<file path="src/rtl/traffic_pkg.sv">
// rtl/traffic_pkg.sv - lamp colour codes and FSM state encoding shared by the light controllers
package traffic_pkg;

  localparam logic [1:0] RED    = 2'b00;
  localparam logic [1:0] YELLOW = 2'b01;
  localparam logic [1:0] GREEN  = 2'b10;

  typedef enum logic [1:0] {
    S_GREEN  = 2'd0,
    S_YELLOW = 2'd1,
    S_ALLRED = 2'd2,
    S_WALK   = 2'd3
  } state_e;

endpackage

</file>
<file path="src/rtl/rr_pick.sv">
// rtl/rr_pick.sv - combinational round-robin finder: first set request after base, wrapping
module rr_pick #(
  parameter int N     = 4,
  parameter int IDX_W = $clog2(N)
) (
  input  logic [N-1:0]     req,
  input  logic [IDX_W-1:0] base,
  output logic             valid,
  output logic [IDX_W-1:0] idx
);

  logic [IDX_W-1:0] pos;

  // Walk from the farthest offset down so the nearest request after base wins.
  always_comb begin
    valid = 1'b0;
    idx   = '0;
    pos   = '0;
    for (int k = N; k >= 1; k--) begin
      pos = IDX_W'((int'(base) + k) % N);
      if (req[pos]) begin
        valid = 1'b1;
        idx   = pos;
      end
    end
  end

endmodule

</file>
<file path="src/rtl/traffic_phase_scheduler.sv">
// rtl/traffic_phase_scheduler.sv - multi-approach intersection scheduler with demand counting,
// round-robin green grants, yellow/all-red clearance and a pedestrian walk phase
module traffic_phase_scheduler
  import traffic_pkg::*;
#(
  parameter int N_APPR    = 4,
  parameter int CNT_W     = 3,
  parameter int THRESH    = 5,
  parameter int GREEN_MIN = 4,
  parameter int GREEN_MAX = 10,
  parameter int YELLOW_T  = 2,
  parameter int ALLRED_T  = 1,
  parameter int WALK_T    = 6
) (
  input  logic                        clock,
  input  logic                        reset,
  input  logic [N_APPR-1:0]           car_sense,
  input  logic                        ped_req,
  output logic [2*N_APPR-1:0]         light,
  output logic [$clog2(N_APPR)-1:0]   active_idx,
  output logic                        ped_walk,
  output logic                        phase_done
);

  localparam int IDX_W = $clog2(N_APPR);
  localparam int TMR_W = $clog2(GREEN_MAX + 1);

  localparam logic [TMR_W-1:0] TMR_SAT  = TMR_W'(GREEN_MAX);
  localparam logic [TMR_W-1:0] GMIN_END = TMR_W'(GREEN_MIN - 1);
  localparam logic [TMR_W-1:0] GMAX_END = TMR_W'(GREEN_MAX - 1);
  localparam logic [TMR_W-1:0] YEL_END  = TMR_W'(YELLOW_T - 1);
  localparam logic [TMR_W-1:0] AR_END   = TMR_W'(ALLRED_T - 1);
  localparam logic [TMR_W-1:0] WALK_END = TMR_W'(WALK_T - 1);
  localparam logic [CNT_W-1:0] CNT_SAT  = '1;
  localparam logic [CNT_W-1:0] CNT_THR  = CNT_W'(THRESH);

  state_e            state_q, state_d;
  logic [IDX_W-1:0]  cur_q, cur_d;
  logic [IDX_W-1:0]  nxt_q, nxt_d;
  logic [TMR_W-1:0]  tmr_q, tmr_d;
  logic              ped_pend_q, ped_pend_d;
  logic              phase_done_q, phase_done_d;
  logic [CNT_W-1:0]  cnt_q [N_APPR];
  logic [CNT_W-1:0]  cnt_d [N_APPR];

  logic [N_APPR-1:0] qual;
  logic              pick_valid;
  logic [IDX_W-1:0]  pick_idx;
  logic              enter_green;
  logic              green_exit;

  always_comb begin
    qual = '0;
    for (int i = 0; i < N_APPR; i++) begin
      qual[i] = (cnt_q[i] >= CNT_THR) && (cur_q != IDX_W'(i));
    end
  end

  rr_pick #(
    .N     (N_APPR),
    .IDX_W (IDX_W)
  ) u_rr_pick (
    .req   (qual),
    .base  (cur_q),
    .valid (pick_valid),
    .idx   (pick_idx)
  );

  assign green_exit = ((tmr_q >= GMIN_END) && ((|qual) || ped_pend_q)) ||
                      ((cur_q != '0) && (tmr_q == GMAX_END));

  always_comb begin
    state_d     = state_q;
    cur_d       = cur_q;
    nxt_d       = nxt_q;
    enter_green = 1'b0;
    tmr_d       = (tmr_q == TMR_SAT) ? tmr_q : tmr_q + 1'b1;

    case (state_q)
      S_GREEN: begin
        if (green_exit) begin
          state_d = S_YELLOW;
          nxt_d   = pick_valid ? pick_idx : '0;
        end
      end
      S_YELLOW: begin
        if (tmr_q == YEL_END) begin
          state_d = S_ALLRED;
        end
      end
      S_ALLRED: begin
        if (tmr_q == AR_END) begin
          if (ped_pend_q) begin
            state_d = S_WALK;
          end else begin
            enter_green = 1'b1;
          end
        end
      end
      S_WALK: begin
        if (tmr_q == WALK_END) begin
          enter_green = 1'b1;
        end
      end
      default: state_d = S_GREEN;
    endcase

    if (enter_green) begin
      state_d = S_GREEN;
      cur_d   = nxt_q;
    end

    // Every transition is a change of state, so this is exactly "clear on entry".
    if (state_d != state_q) begin
      tmr_d = '0;
    end

    ped_pend_d = ped_pend_q | (ped_req && (state_q != S_WALK));
    if ((state_d == S_WALK) && (state_q != S_WALK)) begin
      ped_pend_d = 1'b0;
    end

    phase_done_d = enter_green;

    // The granted approach's count is zeroed on the entry edge and pinned there while green.
    for (int i = 0; i < N_APPR; i++) begin
      cnt_d[i] = cnt_q[i];
      if (car_sense[i] && (cnt_q[i] != CNT_SAT)) begin
        cnt_d[i] = cnt_q[i] + 1'b1;
      end
      if (((state_q == S_GREEN) && (cur_q == IDX_W'(i))) ||
          (enter_green && (nxt_q == IDX_W'(i)))) begin
        cnt_d[i] = '0;
      end
    end
  end

  always_ff @(posedge clock or posedge reset) begin
    if (reset) begin
      state_q      <= S_GREEN;
      cur_q        <= '0;
      nxt_q        <= '0;
      tmr_q        <= '0;
      ped_pend_q   <= 1'b0;
      phase_done_q <= 1'b0;
      for (int i = 0; i < N_APPR; i++) begin
        cnt_q[i] <= '0;
      end
    end else begin
      state_q      <= state_d;
      cur_q        <= cur_d;
      nxt_q        <= nxt_d;
      tmr_q        <= tmr_d;
      ped_pend_q   <= ped_pend_d;
      phase_done_q <= phase_done_d;
      for (int i = 0; i < N_APPR; i++) begin
        cnt_q[i] <= cnt_d[i];
      end
    end
  end

  always_comb begin
    light = '0;
    for (int i = 0; i < N_APPR; i++) begin
      light[2*i +: 2] = RED;
      if (cur_q == IDX_W'(i)) begin
        if (state_q == S_GREEN) begin
          light[2*i +: 2] = GREEN;
        end else if (state_q == S_YELLOW) begin
          light[2*i +: 2] = YELLOW;
        end
      end
    end
  end

  assign active_idx = cur_q;
  assign ped_walk   = (state_q == S_WALK);
  assign phase_done = phase_done_q;

endmodule

</file>
<file path="config.mk">
export PLATFORM = sky130hd
export DESIGN_NAME = traffic_phase_scheduler
export DESIGN_NICKNAME = d
export VERILOG_FILES = /design/src/rtl/traffic_pkg.sv /design/src/rtl/rr_pick.sv /design/src/rtl/traffic_phase_scheduler.sv
export SDC_FILE = /design/constraint.sdc
export NUM_CORES = 1
export LEC_CHECK = 0
export CORE_UTILIZATION = 55
export CTS_BUF_LIST = sky130_fd_sc_hd__clkbuf_2 sky130_fd_sc_hd__clkbuf_4 sky130_fd_sc_hd__clkbuf_8
export CTS_CLUSTER_DIAMETER = 200
export CTS_CLUSTER_SIZE = 8
export DETAILED_ROUTE_END_ITERATION = 8
export PLACE_DENSITY = 0.78
export SLEW_MARGIN = 0
export SYNTH_ARGS = -nofsm -noshare
export SYNTH_HDL_FRONTEND = slang
export SYNTH_SLANG_ARGS = --single-unit
</file>
<file path="constraint.sdc">
create_clock -name clock -period 2.9 [get_ports clock]
set_clock_uncertainty 0.15 [all_clocks]
set_input_delay 0.29 -clock clock [delete_from_list [all_inputs] [get_ports clock]]
set_output_delay 0.29 -clock clock [all_outputs]
set_load 0.02 [all_outputs]
</file>
==> Word-level counts from Yosys, hierarchy flattened <==
Index checks and enable logic that the tools add are counted.
{ "word_totals": {"inputBits": 7, "ff_bits": 24} }
{ "op_classes": {"n_eq_ne": 24, "order_cmp": 9, "add_sub_neg": 9, "n_mux": 44, "reduce_logical": 37, "n_bitwise": 1} }
{ "ops": {"columns": ["operator", "count"], "rows": [
  ["2-bit two-way mux", 15],
  ["3-bit two-way mux", 8],
  ["1-bit logical AND", 20],
  ["2-bit equality test, second input constant", 7],
  ["1-bit two-way mux", 13],
  ["3-bit by 1-bit adder with 3-bit output, second input constant", 4],
  ["3-bit >= comparator, second input constant", 4],
  ["2-bit by 3-bit < comparator with 1-bit output, second input constant", 4],
  ["3-bit != test, second input constant", 4],
  ["2-bit nonzero test", 5],
  ["1-bit binary-select mux with 2-bit select", 4],
  ["4-bit equality test, second input constant", 2],
  ["4-bit two-way mux", 2],
  ["2-bit by 1-bit equality test with 1-bit output, second input constant", 3],
  ["2-bit zero test", 3],
  ["1-bit logical OR", 6],
  ["2-bit != test, second input constant", 3],
  ["2-bit case mux with 3 select lines", 1],
  ["2-bit by 1-bit adder with 2-bit output, second input constant", 2],
  ["2-bit adder, second input constant", 2],
  ["4-bit by 1-bit adder with 4-bit output, second input constant", 1],
  ["4-bit by 1-bit equality test with 1-bit output, second input constant", 1],
  ["4-bit by 3-bit equality test with 1-bit output, second input constant", 1],
  ["4-bit by 2-bit >= comparator with 1-bit output, second input constant", 1],
  ["7 further kinds", 8]
]} }

==> Logic depth before layout (Yosys ltp) <==
{ "depth": {"depth_word": 12, "depth_mapped": 7} }

==> Cells and area by module <==
From an unflattened synthesis, not the netlist that was laid out.
{ "hier_totals": {"cells_unflattened": 178, "hier_area_um2": 1616.6} }
{ "by_module_without_submodules": {"columns": ["mod", "instances", "cells_each", "area_per_inst_um2"], "rows": [
  ["traffic_phase_scheduler", 1, 164, 1525.2],
  ["rr_pick", 1, 14, 91.3]
]} }

==> Least setup slack after synthesis <==
OpenSTA, ideal clock, no wires.
{ "synth_path": {"path_kind": "flip-flop to flip-flop", "startpoint": "reg cur_q[0] (netlist: active_idx[0])", "endpoint": "reg nxt_q[0]", "setup_slack_ps": 862, "t_required_ps": 2623, "arrival_time_ps": 1761, "path_stages_with_launch": 8, "setup_ps": 127, "path_cell_list": "dfrtp_1 inv_1 ha_1 nor2b_1 and2_4 mux2i_1 o32ai_1 o31ai_2"} }
{ "synth_via": {"elab_chain_cells": 9} }
{ "synth_rtl": {"columns": ["element", "line_no", "rtl"], "rows": [
  ["from (decl)", "traffic_phase_scheduler.sv:38", "logic [IDX_W-1:0] cur_q, cur_d;"],
  ["from (signal assigned)", "traffic_phase_scheduler.sv:151", "cur_q <= cur_d;"],
  ["branches (longest 9 deep; another with 2-bit by 1-bit adder with 2-bit output)", null, null],
  ["to (signal assigned)", "traffic_phase_scheduler.sv:152", "nxt_q <= nxt_d;"],
  ["to (decl)", "traffic_phase_scheduler.sv:39", "logic [IDX_W-1:0] nxt_q, nxt_d;"]
]} }
Parallel ways; which one is timed is not known. The select of a mux whose other input is x is not followed.
A chain may end at the register's enable or synchronous reset.

==> Worst setup path in the final report <==
{ "layout_path": {"startpoint": "reg cur_q[0] (netlist: active_idx[0])", "endpoint": "out light[1]"} }
{ "layout_via": {"elab_chain_cells": 2} }
{ "layout_rtl": {"columns": ["element", "line_no", "rtl"], "rows": [
  ["2-bit zero test", "traffic_phase_scheduler.sv:166", "if (cur_q == IDX_W'(i)) begin"],
  ["2-bit two-way mux", "traffic_phase_scheduler.sv:166", null],
  ["to (decl)", "traffic_phase_scheduler.sv:19", "output logic [2*N_APPR-1:0] light,"]
]} }
Every way passes these cells.

==> impl_metrics.py <==
metrics = {
    "drt": {
        "drc": 2,
        "wl_per_cell_um": 14.9,
        "via_per_inst": 6.00,
        "routed_wl_mm": 3.43,
        "drt_iter0_markers": 91,
        "vias": 1379,
        "ant_nets": 0,
        "dr.pass1.iters": 6,
    },
    "grt": {
        "grt_overflow": 0,
        "grt_pass1_wl_mm": 6.17,
        "grt_use_total_pct": 24.2,
        "grt_max_degree": 25,
        "grt_pass1_vias": 1341,
        "antenna_found_initial": 0,
    },
    "setup_path": {
        "crit_fanout": 9,
        "path_class": "reg2out",
        "required_ps": 2460,
        "cp.arrival_ps": 2220,
        "worstSetupStartpointType": "register",
        "crit_path_end_kind": "output pin",
    },
    "clocking": {
        "cts.hold.buffers_added": 0,
        "cts_root_buffer": "clkbuf_4",
        "insertion_delay_ps": 320,
        "cts-resized-gates": 0,
        "htreeDepth": 1,
        "cts_buffers": 3,
        "cts_setup_buffers": 0,
        "tritoncts": "yes",
        "clock_sinks": 24,
        "cts_buffer_depth": 2,
        "clkTransAtPathRegs_ps": 130,
    },
    "run": {
        "max_cap_violations": 0,
    },
    "sta": {
        "setup_viol": 0,
        "worst_hold_slack_ps": 314,
        "fin_crit_sh_pct": 91.8,
        "relSlewSlack_pct": 38.6,
        "grt_setup_unrepaired": "no",
        "setup_ws_ps": 238,
        "tns_ps": 0,
        "tightest_slew_ps": 920,
        "min_period_ps": 2660,
        "finalHoldViolations": 0,
        "max_freq_mhz": 376,
        "final-max-slew-violation-count": 0,
    },
    "floorplan": {
        "rows": 19,
        "die_w_um": 57.3,
        "start_util_pct": 59.5,
        "core_area_mm2": 0.00283,
        "die_y_um": 57.3,
        "io_pins": 19,
        "die_area_mm2": 0.00329,
    },
    "power": {
        "p_per_area_mw_per_mm2": 1080,
        "clockPowerShare_pct": 8.6,
        "power.leakage_nw": 0.878,
        "peakVddDrop_uv": 518,
        "switchingPower_mw": 0.975,
        "switching_share_pct": 46.9,
        "p_int_mw": 1.10,
        "pwr-share-seq_pct": 35.5,
        "combPwrFrac_pct": 55.9,
    },
    "finish": {
        "areaGrowthSynthToFinish_pct": 14.1,
        "antennaDiodeCount": 0,
        "mostFrequentLayoutCells": "dfrtp_1, nor2_1, ha_1",
        "drive_gt1_share_pct": 8.04,
        "stdcell_count": 230,
        "final_common_cell": "dfrtp_1",
        "design_area_mm2": 0.00192,
        "nets": 227,
    },
    "yosys": {
        "synth-seq-area-share_pct": 35.7,
        "ys.flop_type": "dfrtp_1",
        "netlist_area_mm2": 0.00168,
        "syn_nets": 208,
        "synth_edf_count": 0,
        "syn-mean-instance-area_um2": 9.30,
        "syn_inst": 181,
        "yosys.area.top_type": "dfrtp_1",
        "yosys-top-cells-area": "dfrtp_1, ha_1, mux2i_1",
        "ys_ff_latch": 24,
        "yosysUniqueCellTypes": 41,
        "synth.top_cell.area_share_pct": 35.7,
        "synth_async_sr_flop_share_pct": 100,
        "yosysWarnings": 0,
    },
    "placement": {
        "place_area_mm2": 0.00189,
        "place_ws_ps": 642,
        "hpwl_mm": 2.69,
        "dp.cells": 226,
        "place_congestion": 0.923,
        "io_buffers": 18,
    },
    "min_path": {
        "min_path_type": "in2async",
    },
    "run_status": {
        "run_status": "finished with violations",
        "violations": "DRC",
    },
}
==> sequential cells by signal (all words and copies together), names as in the netlist <==
| register | cells |
|---|---|
| nxt_q | 2 |
| ped_pend_q | 1 |
| active_idx | 2 |
| state_q | 2 |
| cnt_q | 12 |
| phase_done | 1 |
| tmr_q | 4 |
==> power groups by stage <==
stage	registers [mW]	clock network, mW	logic (mW)
after floorplan	0.657	0	0.912
after global placement	0.723	0	1.10
after detailed placement	0.740	0	1.16
after CTS	0.734	0.184	1.16
after global routing	0.773	0.194	1.32
final	0.738	0.179	1.16
==> kinds of logic after synthesis <==
group | after synthesis | share of synthesized area, %
flops | 24 | 35.7
simple gates | 62 | 18.6
xor+xnor | 6 | 3.12
buf+inv | 22 | 5.05
fa+ha+maj | 20 | 14.9
compound gates | 39 | 17.9
mux | 8 | 4.76
==> per-layer routing <==
| metal | wire length [um] | vias to the layer above | global-route usage [%] |
|---|---|---|---|
| met1 | 1550 | 647 | 32.7 |
| met5 | 0 | - | 0 |
| met2 | 1700 | 45 | 41.5 |
| met3 | 136 | 9 | 2.27 |
| met4 | 47 | 0 | 6.62 |
| li1 | - | 678 | - |
==> worst max-delay path: stages, from the launching register on <==
cell and delay, ps:
dfrtp_1 500, inv_1 190, ha_1 220, inv_1 70, nor3_1 250, clkdlybuf4s50_1 670
==> synth_stat cells (3+ instances only) <==
cell type,number
nor2b_1,9
a211oi_1,5
nor2_1,21
o21ai_0,6
nor3_1,5
nand2_1,7
a31o_2,4
dfrtp_1,24
a21oi_1,3
inv_1,18
and2_1,6
xnor2_1,5
nand3_1,6
mux2i_1,8
ha_1,20
==> stage by stage <==
step           power, mW  utilization [%]
6_report            2.08             67.9
5_1_grt             2.28             67.9
4_1_cts             2.08             67.9
3_5_place_dp        1.90             66.7
3_3_place_gp        1.82             66.7
2_1_floorplan       1.57                -
==> path summary, 6_finish.rpt <==
path / slack (ps) / depth (start not counted) / end / from
max in group asynchronous: 1720 / 2 / phase_done / reset
worst min register to register: 430 / 2 / cnt_q[2] / cnt_q[2]
min in group clock: 380 / 3 / ped_pend_q / ped_req
worst max register to register: 670 / 7 / nxt_q[0] / active_idx[0]
worst min-delay path: 310 / 2 / cnt_q[5] / reset
worst max-delay path: 240 / 5 / light[1] / active_idx[0]
==> area by class of cell <==
cell class              count  area, um^2
well taps                  31        38.8
inverters                  18        67.6
repair buffers             18         180
clock buffers               4        36.3
fillers                   223         907
multi-input cells         135         998
flip-flops and latches     24         601
(Power assumes the default switching activity.)
